$ cat src/rtl/bsg_subtractor_one_hot_pipe.sv
// rtl/bsg_subtractor_one_hot_pipe.sv - pipelined one-hot subtractor with a 2-entry result buffer
//
// Recovers one one-hot addend from a one-hot sum (a_i, index i) and the other
// one-hot addend (b_i, index j): diff_o = one-hot(i - j). With modulo_p=1
// the index wraps mod width_p; with modulo_p=0 a negative index is flagged
// via underflow_o instead.
//
// Ports:
//   clk_lo       clock, posedge
//   reset        synchronous, active-high
//   v_i/ready_o  input handshake; ready_o is registered (buffer not full)
//   a_i          one-hot minuend, output_width_p bits
//   b_i          one-hot subtrahend, width_p bits
//   v_o/yumi_i   output handshake; yumi_i pops the buffer head
//   diff_o       one-hot difference at the head (zero on underflow/error)
//   underflow_o  head result had i < j (modulo_p=0 only)
//   err_o        head operands were not exactly one-hot
module bsg_subtractor_one_hot_pipe #(
    parameter int width_p        = 4,
    parameter int output_width_p = 2 * width_p - 1,
    parameter bit modulo_p       = 1'b0
) (
    input  logic                      clk_lo,
    input  logic                      reset,
    input  logic                      v_i,
    output logic                      ready_o,
    input  logic [output_width_p-1:0] a_i,
    input  logic [width_p-1:0]        b_i,
    output logic                      v_o,
    input  logic                      yumi_i,
    output logic [output_width_p-1:0] diff_o,
    output logic                      underflow_o,
    output logic                      err_o
);

    localparam int ia_w   = (output_width_p > 1) ? $clog2(output_width_p) : 1;
    localparam int ib_w   = (width_p > 1) ? $clog2(width_p) : 1;
    // Two spare bits so i + width_p never overflows before the subtraction.
    localparam int calc_w = ((ia_w > ib_w) ? ia_w : ib_w) + 2;

    typedef struct packed {
        logic [output_width_p-1:0] diff;
        logic                      underflow;
        logic                      err;
    } entry_t;

    typedef enum logic [1:0] {
        EMPTY = 2'd0,
        ONE   = 2'd1,
        FULL  = 2'd2
    } count_e;

    // ------------------------------------------------------------------
    // Arithmetic on the incoming operands
    // ------------------------------------------------------------------
    logic [ia_w-1:0]   a_idx;
    logic [ib_w-1:0]   b_idx;
    logic [calc_w-1:0] i_ext;
    logic [calc_w-1:0] j_ext;
    logic [calc_w-1:0] k_ext;
    logic              a_ok;
    logic              b_ok;
    entry_t            result;

    always_comb begin
        a_idx = '0;
        b_idx = '0;
        // OR of the set-bit positions: exact index when the input is one-hot;
        // the value is discarded via err when it is not.
        for (int n = 0; n < output_width_p; n++) begin
            if (a_i[n]) a_idx = a_idx | ia_w'(n);
        end
        for (int n = 0; n < width_p; n++) begin
            if (b_i[n]) b_idx = b_idx | ib_w'(n);
        end
        a_ok  = $onehot(a_i);
        b_ok  = $onehot(b_i);
        i_ext = calc_w'(a_idx);
        j_ext = calc_w'(b_idx);

        k_ext  = '0;
        result = '0;
        if (!a_ok || !b_ok) begin
            result.err = 1'b1;
        end else if (i_ext >= j_ext) begin
            k_ext = i_ext - j_ext;
        end else if (modulo_p) begin
            k_ext = i_ext + calc_w'(width_p) - j_ext;
        end else begin
            result.underflow = 1'b1;
        end

        // Re-expand to one-hot only for a valid, non-underflowing result so
        // diff is never multi-hot.
        if (!result.err && !result.underflow) begin
            for (int n = 0; n < output_width_p; n++) begin
                result.diff[n] = (k_ext == calc_w'(n));
            end
        end
    end

    // ------------------------------------------------------------------
    // 2-entry result buffer
    // ------------------------------------------------------------------
    count_e count_q, count_d;
    logic   ready_q, ready_d;
    logic   wr_ptr_q, wr_ptr_d;
    logic   rd_ptr_q, rd_ptr_d;
    entry_t mem_q [2];
    entry_t mem_d [2];
    logic   accept;
    logic   pop;

    assign accept = v_i & ready_q;
    // An illegal yumi on an empty buffer is ignored so state stays intact.
    assign pop    = yumi_i & (count_q != EMPTY);

    always_comb begin
        count_d  = count_q;
        wr_ptr_d = wr_ptr_q ^ accept;
        rd_ptr_d = rd_ptr_q ^ pop;
        mem_d    = mem_q;
        if (accept) mem_d[wr_ptr_q] = result;
        case ({accept, pop})
            2'b10:   count_d = (count_q == EMPTY) ? ONE : FULL;
            2'b01:   count_d = (count_q == FULL) ? ONE : EMPTY;
            default: count_d = count_q;
        endcase
        ready_d = (count_d != FULL);
    end

    always_ff @(posedge clk_lo) begin
        if (reset) begin
            count_q  <= EMPTY;
            ready_q  <= 1'b1;
            wr_ptr_q <= 1'b0;
            rd_ptr_q <= 1'b0;
            mem_q[0] <= '0;
            mem_q[1] <= '0;
        end else begin
            count_q  <= count_d;
            ready_q  <= ready_d;
            wr_ptr_q <= wr_ptr_d;
            rd_ptr_q <= rd_ptr_d;
            mem_q    <= mem_d;
        end
    end

    entry_t head;
    assign head        = mem_q[rd_ptr_q];
    assign ready_o     = ready_q;
    assign v_o         = (count_q != EMPTY);
    assign diff_o      = v_o ? head.diff : '0;
    assign underflow_o = v_o & head.underflow;
    assign err_o       = v_o & head.err;

`ifndef SYNTHESIS
    yumi_only_when_valid: assert property (@(posedge clk_lo) disable iff (reset) yumi_i |-> v_o);
`endif

endmodule

$ cat config.mk
export PLATFORM = sky130hd
export DESIGN_NAME = bsg_subtractor_one_hot_pipe
export DESIGN_NICKNAME = d
export VERILOG_FILES = /design/src/rtl/bsg_subtractor_one_hot_pipe.sv
export SDC_FILE = /design/constraint.sdc
export NUM_CORES = 1
export LEC_CHECK = 0
export BUFFER_PORTS_ARGS = -buffer_cell sky130_fd_sc_hd__buf_2
export CAP_MARGIN = 20
export CORE_MARGIN = 1
export CORE_UTILIZATION = 58
export DETAILED_ROUTE_END_ITERATION = 10
export MAX_ROUTING_LAYER = met4
export PLACE_DENSITY = 0.83
export SLEW_MARGIN = 5
export SYNTH_ARGS = -nofsm -noshare
export SYNTH_HDL_FRONTEND = slang
export SYNTH_SLANG_ARGS = --single-unit
$ cat constraint.sdc
create_clock -name clk_lo -period 6.2 [get_ports clk_lo]
set_input_delay 1.24 -clock clk_lo [delete_from_list [all_inputs] [get_ports clk_lo]]
set_output_delay 1.24 -clock clk_lo [all_outputs]
set_load 0.01 [all_outputs]
Word-level counts from Yosys, hierarchy flattened:

Cells that the tools add are included.

* add/sub/neg operators: 10
* order comparisons: 4
* equality and inequality tests: 12
* multiplexer cells: 25
* bitwise operators: 8
* reduce and logical (&&, ||, !) cells: 10

Operator list (count)
* 9-bit 2-to-1 mux: 4
* 18-bit bitwise mux: 1
* 5-bit by 3-bit == test with 1-bit output, second input constant: 3
* 7-bit 2-to-1 mux: 2
* 1-bit by 1-bit adder with 2-bit output: 5
* 5-bit by 2-bit == test with 1-bit output, second input constant: 2
* 2-bit 2-to-1 mux: 5
* 5-bit 2-to-1 mux: 2
* 9-bit demux with 1-bit select: 1
* 3-bit 2-to-1 mux: 3
* 2-bit by 2-bit adder with 3-bit output: 2
* 3-bit by 1-bit == test with 1-bit output, second input constant: 2
* 1-bit 2-to-1 mux: 6
* 5-bit by 1-bit == test with 1-bit output, second input constant: 1
* 5-bit logical NOT: 1
* 1-bit bitwise AND: 4
* 2-bit == test, second input constant: 2
* 2-bit >= comparator, second input constant: 2
* 1-bit logical NOT: 4
* 1-bit NOT with 2-bit output: 2
* 2-bit one-hot mux with 2 select lines: 1
* 3-bit by 2-bit subtractor with 4-bit output: 1
* 2-bit by 1-bit adder with 3-bit output: 1
* 3-bit adder: 1
* other kinds (9): 11

* bits in registers: 23
* output and inout port bits: 11
* logic and storage cells: 79

Depth between registers and ports, before layout:

* depth in word-level cells: 13
* mapped depth: 9
* gate-level depth less buffers: 9

Least setup slack after synthesis:

No wires, ideal clock.

* kind: input -> register
* start: input a_i[0]
* end: register mem_q[2] (netlist bit)
* setup time: 0.092 ns
* data arrival time: 3.896 ns
* data required time: 6.108 ns
* slack: 2.212 ns
* cell stages on the path: 9
* buffers on the path: 0
* cells stage by stage: inv_1 -> fa_1 -> fa_1 -> fa_1 -> inv_1 -> fa_1 -> nor4b_4 -> o2111ai_1 -> o32ai_1

* word-level cells in the longest chain between the ends: 11
* elaborated cells between the ends (all ways): 15

Ends and longest elaborated chain
* start: declaration: line 27 `input logic [output_width_p-1:0] a_i,`
* 1-bit by 1-bit adder with 2-bit output (not written as such) *: line 76 `a_ok = $onehot(a_i);`
* 2-bit by 2-bit adder with 3-bit output (not written as such) *: line 76
* 3-bit adder (not written as such) *: line 76
* 3-bit by 1-bit == test with 1-bit output *: line 76
* 1-bit logical NOT *: line 83 `if (!a_ok || !b_ok) begin`
* 1-bit logical OR *: line 83
* parallel branches: the longest is 3 deep, another holds 5-bit 2-to-1 mux
* 7-bit 2-to-1 mux *: line 95 `if (!result.err && !result.underflow) begin`
* 18-bit bitwise mux *: line 123 `if (accept) mem_d[wr_ptr_q] = result;`
* end signal: assignment: line 145 `mem_q <= mem_d;`
* end: declaration: line 109 `entry_t mem_q [2];`

Every way passes the cells marked *.
A chain may end at the register's enable or synchronous reset.

Final worst setup path:

* start: input a_i[0]
* end: register mem_q[17] (netlist bit)

* word-level cells in the longest chain between the ends: 11
* elaborated cells between the ends (all ways): 15

Ends and longest elaborated chain (line)
* 1-bit by 1-bit adder with 2-bit output (not written as such) *: 76
* 2-bit by 2-bit adder with 3-bit output (not written as such) *: 76
* 3-bit adder (not written as such) *: 76
* 3-bit by 1-bit == test with 1-bit output *: 76
* 1-bit logical NOT *: 83
* 1-bit logical OR *: 83
* parallel branches: the longest is 3 deep, another holds 5-bit 2-to-1 mux
* 7-bit 2-to-1 mux *: 95
* 18-bit bitwise mux *: 123

Marks and branches as above.

==> flow_metrics.env <==
export IMPL_status="finished clean"
export IMPL_fmax_ghz=0.247
export IMPL_die_area_mm2=0.00287
export IMPL_ctsResizeCount=0
export IMPL_reg2reg_slack_ps=4490
export IMPL_synth_avg_cell_area_um2=8.72
export IMPL_clk_insertion_delay_late_ps=310
export IMPL_crit_end="mem_q[17]"
export IMPL_cts_setup_buffers=0
export IMPL_cp_cell_sequence="buf_2 > inv_1 > fa_1 > fa_1 > fa_1 > inv_1 > fa_1 > nor4b_4 > o2111ai_1 > o32ai_1"
export IMPL_async_flop_share_pct=0
export IMPL_die_h_um=53.6
export IMPL_place_gp_congestion=0.916
export IMPL_cp_start_kind="input pin"
export IMPL_start_util_pct=61.7
export IMPL_holdBufCountCts=0
export IMPL_wl_per_cell_um=13.7
export IMPL_grt_overflow=0
export IMPL_end_kind="flop"
export IMPL_dp_slack_ps=1850
export IMPL_syn_cell_area_mm2=0.00154
export IMPL_diodes=0
export IMPL_synth_sequential_area_ratio_pct=29.8
export IMPL_core_mm2=0.00250
export IMPL_grt_setup_unrepaired="no"
export IMPL_startpoint="a_i[0]"
export IMPL_final_setup_viol_count=0
export IMPL_num_rows=18
export IMPL_synth_area_leader_cell="dfxtp_1"
export IMPL_first_pass_iters=4
export IMPL_path_class="input pin to flop"
export IMPL_layout_min_cycle_time_ps=4060
export IMPL_hold_violations=0
export IMPL_grt_pass1_vias=1274
export IMPL_wirelength_mm=3.16
export IMPL_finalCritPeriodShare_pct=65.4
export IMPL_layout_cells_non_filler=230
export IMPL_crit_slowest_cell="fa_1"
export IMPL_clockBufferDepth=2
export IMPL_clock_skew_ps=1.31
export IMPL_worstPathArrival_ps=4270
export IMPL_p_per_area_mw_per_mm2=186
export IMPL_ff2ff_path_depth=5
export IMPL_clk_pin_slew_ps=120
export IMPL_die_x_um=53.6
export IMPL_dpl_hpwl_mm=2.50
export IMPL_drive_above_1_share_pct=19.0
export IMPL_drv_slew=0
export IMPL_tightest_slew_ps=735
export IMPL_fin_util_pct=68.0
export IMPL_hold_class="flop to flop"
export IMPL_grt_antenna_before_repair=0
export IMPL_boundaryPins=26
export IMPL_fin_nets=231
export IMPL_reg2reg_from="count_q[1]"
export IMPL_critical_path_buf_inv_count=3
export IMPL_min_from="mem_q[5]"
export IMPL_gr_usage_all_layers_pct=27.2
export IMPL_total_power_uw=316
export IMPL_cpMostUsedCell="fa_1"
export IMPL_port_buffers=25
export IMPL_timing_final_ws_setup_ps=2140
export IMPL_synthCells=177
export IMPL_synth_most_common_cell="inv_1"
export IMPL_crit_cells=10
export IMPL_vias=1326
export IMPL_peakVddDrop_v=0.000128
export IMPL_p_leak_uw=0.000712
export IMPL_cts_tree="done"
export IMPL_crit_family="adder cells"
export IMPL_grt_max_degree=25
export IMPL_post_synth_top_area_fraction_pct=29.8
export IMPL_antenna_left=0
export IMPL_h_tree_depth=1
export IMPL_synthTopCellsByArea="dfxtp_1 (30%), inv_1 (8.3%), fa_1 (7.8%), ha_1 (7.3%), mux2i_1 (6.5%)"
export IMPL_ctsRootBufferMaster="clkbuf_4"
export IMPL_synth_warnings=0
export IMPL_drt_iter0_drc=27
export IMPL_relSlewSlack_pct=50.8
export IMPL_numCtsBuffers=3
export IMPL_place_inst=226
export IMPL_crit_path_max_incr_delay_ps=550
export IMPL_synth_nets=207
export IMPL_grt_first_pass_wirelength_mm=5.45
export IMPL_remaining_drc_errors=0
export IMPL_tns_ps=0
export IMPL_clock_sinks=23
export IMPL_ys_ff_latch=23
export IMPL_synthTopCellsByCount="inv_1 (34), dfxtp_1 (23), nor2_1 (19), mux2i_1 (10), nand2_1 (10)"
export IMPL_yosysUniqueCellTypes=33
export IMPL_crit_required_ps=6420
export IMPL_max_cap_violations=0
export IMPL_area_growth_pct=10.2
export IMPL_r2r_end="ready_o"
export IMPL_vias_per_cell=5.77
export IMPL_ys_flop_type="dfxtp_1"
export IMPL_synth_edf_count=0
export IMPL_worstPathMaxFanout=8
-- per-layer routing --
metal  track usage [%]  vias up  part of all wire, %
li1                  -      653                    -
met1              28.3      638                   40
met2              49.8       26                   55
met3              5.93        9                  3.4
met4              9.65        0                  2.0
met5                 -        -                    0
-- metrics by stage --
stage               instance area [µm²]  hold WS, ps
global route                       1700          474
finish                             1700          454
CTS                                1700          457
floorplan                          1540          426
detailed placement                 1670          440
global placement                   1670          440
-- worst min-delay path, delay by kind of cell, from the launching register on --
kind	cells	cell delay, ps
AO/OA/AOI/OAI	1	50
flip-flops	1	330
AND/OR/NAND/NOR	1	50
-- sequential cells by signal, summed over array words and instances, names as in the netlist --
signal / flops
mem_q: 18
count_q: 2
rd_ptr_q: 1
ready_o: 1
wr_ptr_q: 1
-- where the power goes --
part / total, µW / switching [µW] / internal [µW]
combinational: 90.1 / 53.3 / 36.7
sequential: 157 / 5.56 / 152
clock: 68.8 / 43.6 / 25.2
total: 316 / 102 / 214
-- layout by cell type, fill, tap and decap left out, types with 2 or more instances in the layout --
cell       netlist  final
a21oi_1          3      3
nand2_1         10     10
a311oi_1         2      2
o21ai_1          6      6
o32ai_1          8      8
dfxtp_1         23     23
ha_1             9      9
o21ai_0          2      2
nand2b_1         2      2
or3_1            2      2
fa_1             6      6
o31ai_2          4      4
nor2_1          19     19
nand4_1          2      2
o2111ai_1        4      4
clkbuf_4         0      3
nor3_1           5      5
o311ai_2         3      3
and2_1           4      4
mux2i_1         10     10
inv_1           34     34
buf_2            1     25
nor2b_1          2      2
nor3b_1          3      3
-- final cells by class --
class / instances / area, µm²
well taps: 30 / 37.5
clock buffers: 4 / 26.3
multi-input cells: 114 / 923
repair buffers: 25 / 125
fillers: 224 / 800
flip-flops and latches: 23 / 460
inverters: 34 / 128
-- how the worst min path moves through the flow --
stage	to	slack [ps]	cells past startpoint
after floorplan	mem_q[14]	430	2
after global placement	mem_q[16]	440	2
after detailed placement	mem_q[5]	440	2
after CTS	mem_q[5]	460	2
after global routing	mem_q[5]	470	2
final	mem_q[5]	450	2
-- logic make-up after synthesis --
| group | count (synthesis) | share of synthesized area (%) |
|---|---|---|
| adders and majority gates | 15 | 15.1 |
| xor gates and xnor gates | 1 | 0.568 |
| DFF | 23 | 29.8 |
| AOI/OAI and AO/OA | 33 | 18.4 |
| and+or+nand+nor | 55 | 19.3 |
| muxes | 10 | 6.49 |
| buffers and inverters | 40 | 10.3 |
(Power assumes the default switching activity.)
